$ cat src/rtl/mc_pkg.sv
// Shared definitions for the multicycle MIPS-lite control unit: states, opcodes,
// datapath select codes and the per-state registered control word.
package mc_pkg;

   typedef enum logic [3:0] {
      IDLE     = 4'd0,
      FETCH    = 4'd1,
      DECODE   = 4'd2,
      MEMADDR  = 4'd3,
      MEMREAD  = 4'd4,
      MEMWB    = 4'd5,
      MEMWRITE = 4'd6,
      EXEC     = 4'd7,
      ALUWB    = 4'd8,
      BRANCH   = 4'd9,
      JUMP     = 4'd10,
      TRAP     = 4'd11,
      FAULT    = 4'd12
   } mc_state_t;

   localparam logic [5:0] OP_R    = 6'd0;
   localparam logic [5:0] OP_LW   = 6'd35;
   localparam logic [5:0] OP_SW   = 6'd43;
   localparam logic [5:0] OP_BEQ  = 6'd4;
   localparam logic [5:0] OP_NORI = 6'd13;
   localparam logic [5:0] OP_JAL  = 6'd3;
   localparam logic [5:0] OP_JSP  = 6'd18;
   localparam logic [5:0] OP_BGTZ = 6'd38;

   localparam logic [1:0] ALU_ADD   = 2'b00;
   localparam logic [1:0] ALU_SUB   = 2'b01;
   localparam logic [1:0] ALU_FUNCT = 2'b10;
   localparam logic [1:0] ALU_NORI  = 2'b11;

   localparam logic [1:0] SRCB_B      = 2'b00;
   localparam logic [1:0] SRCB_FOUR   = 2'b01;
   localparam logic [1:0] SRCB_IMM    = 2'b10;
   localparam logic [1:0] SRCB_IMMSH2 = 2'b11;

   localparam logic [1:0] PC_ALU    = 2'b00;
   localparam logic [1:0] PC_ALUOUT = 2'b01;
   localparam logic [1:0] PC_JUMP   = 2'b10;
   localparam logic [1:0] PC_STACK  = 2'b11;

   typedef struct packed {
      logic       pcwrite;
      logic       pcwritecond;
      logic       brtype;
      logic       iord;
      logic       memread;
      logic       memwrite;
      logic       memtoreg;
      logic       regwrite;
      logic       regdest;
      logic       link;
      logic       alusrca;
      logic [1:0] alusrcb;
      logic [1:0] aluop;
      logic [1:0] pcsource;
      logic       illegal;
      logic       fault;
   } ctrl_t;

   function automatic logic is_mem_state(input mc_state_t s);
      return (s == FETCH) || (s == MEMREAD) || (s == MEMWRITE);
   endfunction

   // Moore part of the control word; op is stable from DECODE on, so it is
   // valid whenever a state that depends on it is being entered.
   function automatic ctrl_t state_ctrl(input mc_state_t s, input logic [5:0] op);
      ctrl_t c;
      c = '0;
      case (s)
         FETCH: begin
            c.memread = 1'b1;
            c.alusrcb = SRCB_FOUR;
            c.aluop   = ALU_ADD;
            c.pcsource = PC_ALU;
         end
         DECODE: c.alusrcb = SRCB_IMMSH2;
         MEMADDR: begin
            c.alusrca = 1'b1;
            c.alusrcb = SRCB_IMM;
         end
         MEMREAD: begin
            c.memread = 1'b1;
            c.iord    = 1'b1;
         end
         MEMWB: begin
            c.regwrite = 1'b1;
            c.memtoreg = 1'b1;
         end
         MEMWRITE: begin
            c.memwrite = 1'b1;
            c.iord     = 1'b1;
         end
         EXEC: begin
            c.alusrca = 1'b1;
            if (op == OP_NORI) begin
               c.alusrcb = SRCB_IMM;
               c.aluop   = ALU_NORI;
            end else begin
               c.alusrcb = SRCB_B;
               c.aluop   = ALU_FUNCT;
            end
         end
         ALUWB: begin
            c.regwrite = 1'b1;
            c.regdest  = (op == OP_R);
         end
         BRANCH: begin
            c.alusrca     = 1'b1;
            c.alusrcb     = SRCB_B;
            c.aluop       = ALU_SUB;
            c.pcwritecond = 1'b1;
            c.pcsource    = PC_ALUOUT;
            c.brtype      = (op == OP_BGTZ);
         end
         JUMP: begin
            c.pcwrite  = 1'b1;
            c.pcsource = (op == OP_JSP) ? PC_STACK : PC_JUMP;
            c.regwrite = (op == OP_JAL);
            c.link     = (op == OP_JAL);
         end
         TRAP:    c.illegal = 1'b1;
         FAULT:   c.fault   = 1'b1;
         default: c = '0;
      endcase
      return c;
   endfunction

endpackage

$ cat src/rtl/mc_wait_timer.sv
// Saturating memory-wait counter; expired is combinational from the count.
// Clear has priority over count; MEM_TIMEOUT=0 never expires.
module mc_wait_timer #(
   parameter int MEM_TIMEOUT = 15,
   parameter int CNTW        = 4
) (
   input  logic clk,
   input  logic reset,
   input  logic clr,
   input  logic en,
   output logic expired
);

   localparam logic [CNTW-1:0] LIMIT = CNTW'(MEM_TIMEOUT);

   logic [CNTW-1:0] cnt;

   always_ff @(posedge clk or posedge reset) begin
      if (reset) begin
         cnt <= '0;
      end else if (clr) begin
         cnt <= '0;
      end else if (en && (cnt != '1)) begin
         cnt <= cnt + CNTW'(1);
      end
   end

   assign expired = (MEM_TIMEOUT != 0) && (cnt == LIMIT);

endmodule

$ cat src/rtl/multicycle_control.sv
// Multicycle MIPS-lite control FSM: registered Moore controls, Mealy irwrite/pcwrite in FETCH.
// Memory states hold until mem_ready; a wait longer than MEM_TIMEOUT cycles traps to FAULT.
module multicycle_control
   import mc_pkg::*;
#(
   parameter int MEM_TIMEOUT = 15,
   parameter int EN_EXT      = 1,
   parameter int CNTW        = 4
) (
   input  logic       clk,
   input  logic       reset,
   input  logic [5:0] op,
   input  logic       mem_ready,
   output logic       pcwrite,
   output logic       pcwritecond,
   output logic       brtype,
   output logic       iord,
   output logic       memread,
   output logic       memwrite,
   output logic       irwrite,
   output logic       memtoreg,
   output logic       regwrite,
   output logic       regdest,
   output logic       link,
   output logic       alusrca,
   output logic [1:0] alusrcb,
   output logic [1:0] aluop,
   output logic [1:0] pcsource,
   output logic       illegal,
   output logic       fault,
   output logic [3:0] state
);

   mc_state_t cur, nxt;
   ctrl_t     ctl;
   logic      expired;
   logic      cnt_clr;
   logic      cnt_en;
   logic      in_fetch;

   always_comb begin
      nxt = IDLE;
      case (cur)
         IDLE:  nxt = FETCH;
         FETCH: begin
            if (mem_ready)    nxt = DECODE;
            else if (expired) nxt = FAULT;
            else              nxt = FETCH;
         end
         DECODE: begin
            case (op)
               OP_LW, OP_SW:   nxt = MEMADDR;
               OP_R, OP_NORI:  nxt = EXEC;
               OP_BEQ:         nxt = BRANCH;
               OP_BGTZ:        nxt = (EN_EXT != 0) ? BRANCH : TRAP;
               OP_JAL, OP_JSP: nxt = (EN_EXT != 0) ? JUMP : TRAP;
               default:        nxt = TRAP;
            endcase
         end
         MEMADDR: nxt = (op == OP_LW) ? MEMREAD : MEMWRITE;
         MEMREAD: begin
            if (mem_ready)    nxt = MEMWB;
            else if (expired) nxt = FAULT;
            else              nxt = MEMREAD;
         end
         MEMWB: nxt = FETCH;
         MEMWRITE: begin
            if (mem_ready)    nxt = FETCH;
            else if (expired) nxt = FAULT;
            else              nxt = MEMWRITE;
         end
         EXEC:    nxt = ALUWB;
         ALUWB:   nxt = FETCH;
         BRANCH:  nxt = FETCH;
         JUMP:    nxt = FETCH;
         TRAP:    nxt = TRAP;
         FAULT:   nxt = FAULT;
         default: nxt = IDLE;
      endcase
   end

   // Counter restarts whenever a memory state is freshly entered, including MEMWRITE -> FETCH.
   assign cnt_clr = is_mem_state(nxt) && (nxt != cur);
   assign cnt_en  = is_mem_state(cur) && !mem_ready;

   mc_wait_timer #(
      .MEM_TIMEOUT(MEM_TIMEOUT),
      .CNTW       (CNTW)
   ) u_wait_timer (
      .clk    (clk),
      .reset  (reset),
      .clr    (cnt_clr),
      .en     (cnt_en),
      .expired(expired)
   );

   always_ff @(posedge clk or posedge reset) begin
      if (reset) begin
         cur <= IDLE;
         ctl <= '0;
      end else begin
         cur <= nxt;
         ctl <= state_ctrl(nxt, op);
      end
   end

   assign in_fetch    = (cur == FETCH);
   assign irwrite     = in_fetch && mem_ready;
   assign pcwrite     = ctl.pcwrite || (in_fetch && mem_ready);
   assign pcwritecond = ctl.pcwritecond;
   assign brtype      = ctl.brtype;
   assign iord        = ctl.iord;
   assign memread     = ctl.memread;
   assign memwrite    = ctl.memwrite;
   assign memtoreg    = ctl.memtoreg;
   assign regwrite    = ctl.regwrite;
   assign regdest     = ctl.regdest;
   assign link        = ctl.link;
   assign alusrca     = ctl.alusrca;
   assign alusrcb     = ctl.alusrcb;
   assign aluop       = ctl.aluop;
   assign pcsource    = ctl.pcsource;
   assign illegal     = ctl.illegal;
   assign fault       = ctl.fault;
   assign state       = cur;

endmodule

$ cat config.mk
export PLATFORM = sky130hd
export DESIGN_NAME = multicycle_control
export DESIGN_NICKNAME = d
export VERILOG_FILES = /design/src/rtl/mc_pkg.sv /design/src/rtl/mc_wait_timer.sv /design/src/rtl/multicycle_control.sv
export SDC_FILE = /design/constraint.sdc
export NUM_CORES = 1
export LEC_CHECK = 0
export BUFFER_PORTS_ARGS = -buffer_cell sky130_fd_sc_hd__buf_2
export CAP_MARGIN = 20
export CELL_PAD_IN_SITES_DETAIL_PLACEMENT = 0
export CELL_PAD_IN_SITES_GLOBAL_PLACEMENT = 1
export CORE_ASPECT_RATIO = 0.6
export CORE_MARGIN = 4
export CORE_UTILIZATION = 36
export CTS_CLUSTER_DIAMETER = 200
export CTS_CLUSTER_SIZE = 14
export DETAILED_ROUTE_END_ITERATION = 8
export PLACE_DENSITY_LB_ADDON = 0.1
export SYNTH_ARGS = -nofsm -noshare
export SYNTH_HDL_FRONTEND = slang
export SYNTH_SLANG_ARGS = --single-unit
$ cat constraint.sdc
create_clock -name clk -period 2.2 [get_ports clk]
set_input_delay 0.33 -clock clk [delete_from_list [all_inputs] [get_ports clk]]
set_output_delay 0.33 -clock clk [all_outputs]
set_load 0.01 [all_outputs]
Word-level counts from Yosys, hierarchy flattened
Index checks and enable logic that the tools add are counted.
Operators by class
  equal/unequal tests: 34
  mux-type cells: 28
  $add $sub $neg: 1
  reduce and logical (&&, ||, !) cells: 22
Operators with widths (count)
  4-bit equality test (second input constant): 11
  4-bit 2-to-1 mux: 9
  4-bit one-hot mux with 9 select lines: 1
  4-bit by 3-bit equality test with 1-bit output (second input constant): 8
  6-bit equality test (second input constant): 3
  4-bit by 2-bit equality test with 1-bit output (second input constant): 4
  4-bit one-hot mux with 4 select lines: 1
  2-bit OR reduction: 7
  1-bit 2-to-1 mux: 11
  4-bit by 1-bit equality test with 1-bit output (second input constant): 2
  2-bit one-hot mux with 2 select lines: 2
  2-bit one-hot mux with 4 select lines: 1
  6-bit by 2-bit equality test with 1-bit output (second input constant): 1
  6-bit by 3-bit equality test with 1-bit output (second input constant): 1
  6-bit by 4-bit equality test with 1-bit output (second input constant): 1
  6-bit by 5-bit equality test with 1-bit output (second input constant): 1
  6-bit logical NOT: 1
  1-bit logical OR: 5
  5-bit OR reduction: 1
  4-bit by 1-bit adder with 4-bit output (second input constant): 1
  1-bit logical AND: 4
  4-bit logical NOT: 1
  2-bit 2-to-1 mux: 2
  4-bit != test: 1
  5 further kinds: 5
Storage, ports and cells
  bits in registers: 27
  word-level logic and storage cells: 103
  input port bits: 9

Depth between registers and ports, before layout
  depth in word-level cells: 9
  gate-level depth with buffers: 8
  gate-level depth less buffers: 7

Hierarchy
Synthesis repeated with hierarchy kept, for this count alone.
Second synthesis, totals
  cells, all modules: 148
  area, all modules: 1506.4 sq um
Modules (own cells, without submodules)
  multicycle_control: sequential area each 575.6 sq um, cells each 127, instances 1, area an instance 1273.7 sq um
  mc_wait_timer: sequential area each 100.1 sq um, cells each 21, instances 1, area an instance 232.7 sq um

Worst setup path after synthesis
OpenSTA, ideal clock, no wires.
  path type: reg-to-reg
  from: register cur[3], in the netlist state[3]
  to: register u_wait_timer.cnt[3]
  cell stages (with the launch flop): 9
  data arrival time: 2.138 ns
  setup slack: -0.069 ns
  period minus slack after synthesis: 2.269 ns
  path through: dfrtp_1 buf_4 or3b_1 o221ai_1 a22oi_2 or3b_1 buf_2 a211oi_4 o211ai_1
Between the ends
  cells in the longest elaborated chain, start to end: 8
  elaborated cells between the ends (all ways): 28
  those cells by class: eq/ne (16); mux (2); reduce/logical (10)
RTL lines
  start: declaration: RTL line multicycle_control.sv:34  | mc_state_t cur, nxt;
  start signal: assignment: RTL line multicycle_control.sv:102  | cur <= nxt;
  4-bit equality test (tied with other cells): RTL line multicycle_control.sv:43  | case (cur)
  5-bit OR reduction (no source line)
  4-bit one-hot mux with 9 select lines: RTL line multicycle_control.sv:43
  4-bit by 1-bit equality test with 1-bit output / 4-bit by 3-bit equality test with 1-bit output (equally long branches): RTL line mc_pkg.sv:65  | return (s == FETCH) || (s == MEMREAD) || (s == MEMWRITE);
  1-bit logical OR (2 in series): RTL line mc_pkg.sv:65
  1-bit logical AND: RTL line multicycle_control.sv:83  | assign cnt_clr = is_mem_state(nxt) && (nxt != cur);
  4-bit 2-to-1 mux / 2-bit nonzero test (equally long branches)
  end signal: assignment: RTL line mc_wait_timer.sv:24  | cnt <= cnt + CNTW'(1);
  end: declaration: RTL line mc_wait_timer.sv:16  | logic [CNTW-1:0] cnt;
Several ways; a longest one is shown, not always the timed one.
A chain may end at the register's enable or synchronous reset.

Worst setup path in the final report
  from: register cur[1], in the netlist state[1]
  to: register u_wait_timer.cnt[3]
The elaborated chain is that of the path after synthesis.

==> metrics.txt <==
Layout area overhead 36.7%; Synth Flop Type dfrtp_1; Reg-to-Reg End u_wait_timer.cnt[3]; RSZ-0062 raised after global routing yes; top cells by count, synth 27 x dfrtp_1, 13 x inv_1, 9 x o21ai_0, 8 x nand2_1; top-count cell post-synth dfrtp_1; core area about 3800 µm²; P_sw between 1000 and 1500 µW; share of cells above drive strength 1 0.434; Peak VDD IR 0.000448 V; GPL Wtd Cong 0.844; Total Routing Usage GR 0.155; sequential share of the synthesized area 0.460; Unique masters post-synth 48; via/cell ratio about 5.2; Final Critical Period 2130 ps; CP Max Fanout 11; WL final 3890 µm; CP Launch Type register; final hold violations 0; DP Area around 1900 µm²; vias in the first global route 1,291; Clock power frac 0.106; max_slew headroom 0.460; endpoint class of the critical path register; clock sinks 27; switch share 0.407; Finished Cell Area approximately 2000 µm²; cts-stage hold buffer count 0; Slew Limit Fails 0; Leak 0.00102 µW; Worst Path Arrival 2290 ps; post-route ant nets 0; input/output buffers 32; R2R Setup Slk 70 ps; pre-CTS setup slack -55.0 ps; Final nets 223; final hold slack 191 ps; combinational power share 0.632; final worst slack 71.2 ps; Worst-path clk slew 100 ps; Async SR Flop Fraction 1.00; Die Y 57.5 µm; leading area contributor after synthesis dfrtp_1; DP Cell Count 247; Residual DRC 0; die width ~90 µm; wire per inst 15.0 µm; setup TNS 0 ps; r2r worst-path depth 7; Starting Density 0.388; Synth Area per Inst 9.72 µm²; H-Tree Depth 1; Syn Nets 161; Worst-Skew Late Latency about 280 ps; die area 5200 µm²; Reg power frac 0.262; num rows 17; synthesized area ~1500 µm²; IO Pins 33; Vias ~1,400; PwrDens 1400 nW/µm²; top cells by area, synth dfrtp_1 46%, buf_4 3.6%, inv_1 3.3%; initial DRC count 70; Setup crit start state[1]; first-pass GRT wire length 6460 µm; grt ovf 0; Fmax achieved 470 MHz; worst hold-check path type in2async; WS Path Type reg2reg; pin count of the biggest net entering global routing 22; synth warn 0; Max Cap Viol 0; Detail Placement HPWL 2940 µm; P_int 1660 µW; initial antenna violation count 0; Final setup viols 0; Mapped Cells roughly 150; critical path required time 2360 ps; Non-Filler Instances between 200 and 300; CTS buffer count 3; CTS tree done; Root Buffer clkbuf_8; RR Startpoint state[1]; Final Cycle Share 0.968; # diodes 0; status completed; number of synthesized flops with an enable pin 0; area share of the largest cell type after synthesis 0.460; 1st-pass router iterations 4; clk_skew 1.17 ps; Seq cells post-synth 27; Tightest Pin Transition between 800 and 900 ps; buffer levels on the longest clock path 2
power groups by stage:
stage | Sequential [µW] | Clock (µW) | Combinational [µW]
6_report | 734 | 297 | 1770
3_3_place_gp | 728 | 0 | 1550
4_1_cts | 726 | 297 | 1600
5_1_grt | 753 | 324 | 1930
3_5_place_dp | 733 | 0 | 1550
2_1_floorplan | 760 | 0 | 920
critical path, cell delays in order (launching register included):
cell	delay, ps
dfrtp_2	450
buf_12	150
or3b_4	400
o221ai_4	80
a22oi_2	90
or3b_4	430
a211oi_4	290
o211ai_1	130
per-stage QoR:
step,util,power [µW]
final,0.530,2800
after detailed placement,0.490,2290
after CTS,0.507,2630
after global placement,0.490,2280
after floorplan,-,1680
after global routing,0.530,3010
layout make-up:
cell class / count / area (µm²)
inverter: 13 / 48.8
fill: 341 / 1780
sequential: 27 / 681
multi-input combinational: 99 / 712
tap: 47 / 58.8
clock inverter: 1 / 7.51
timing repair buffer: 69 / 458
clock buffer: 3 / 41.3
cell families (layout without fill, tap and decap cells):
group	Yosys count	count (layout)	share of synthesized area
adder cells (fa/ha/maj)	1	1	0.00852
XOR/XNOR	2	2	0.0119
flip-flops	27	27	0.460
AND/OR/NAND/NOR	59	59	0.246
buffers and inverters	25	86	0.0853
AO/OA/AOI/OAI	37	37	0.188
timing repair:
| action | 4_1_cts | 5_1_grt |
|---|---|---|
| pin swaps | 3 | 7 |
| gates resized for setup | 2 | 10 |
| setup endpoints to repair | 1 | 12 |
| buffers inserted | 1 | 7 |
state kept, by name, indices dropped and copies added, names as in the netlist, 2 cells and up:
name              cells
state                 4
u_wait_timer.cnt      4
aluop                 2
alusrcb               2
pcsource              2
cells in the final DEF (no fill, tap or decap), types with 2 or more instances in the layout:
cell type,n
nor2_1,6
buf_6,2
nand4b_1,2
buf_4,34
and3_1,2
nand2_1,8
nand4_1,3
clkbuf_8,3
a31o_2,2
o21ai_0,9
inv_1,13
or3b_4,3
dfrtp_2,4
o21a_1,2
a21oi_1,4
o21ai_1,4
buf_2,32
nand2b_1,7
nor3_1,7
nand3_1,5
nor2b_1,4
and2b_1,2
dfrtp_1,23
o211ai_1,3
worst max-delay path by stage:
stage | slack, ps | to | depth (start not counted)
after CTS | 6 | u_wait_timer.cnt[3] | 7
after global placement | -20 | u_wait_timer.cnt[3] | 7
final | 70 | u_wait_timer.cnt[3] | 7
after detailed placement | -60 | u_wait_timer.cnt[3] | 7
after floorplan | 10 | u_wait_timer.cnt[3] | 8
after global routing | -20 | u_wait_timer.cnt[3] | 7
per-layer routing:
metal	wire [µm]	up-vias	global-route usage
met5	0	-	0
met4	34	0	0.0196
met3	209	4	0.0356
met2	1600	50	0.223
met1	2040	648	0.241
li1	-	653	-
Note: power is estimated with default switching activity, not from simulation.
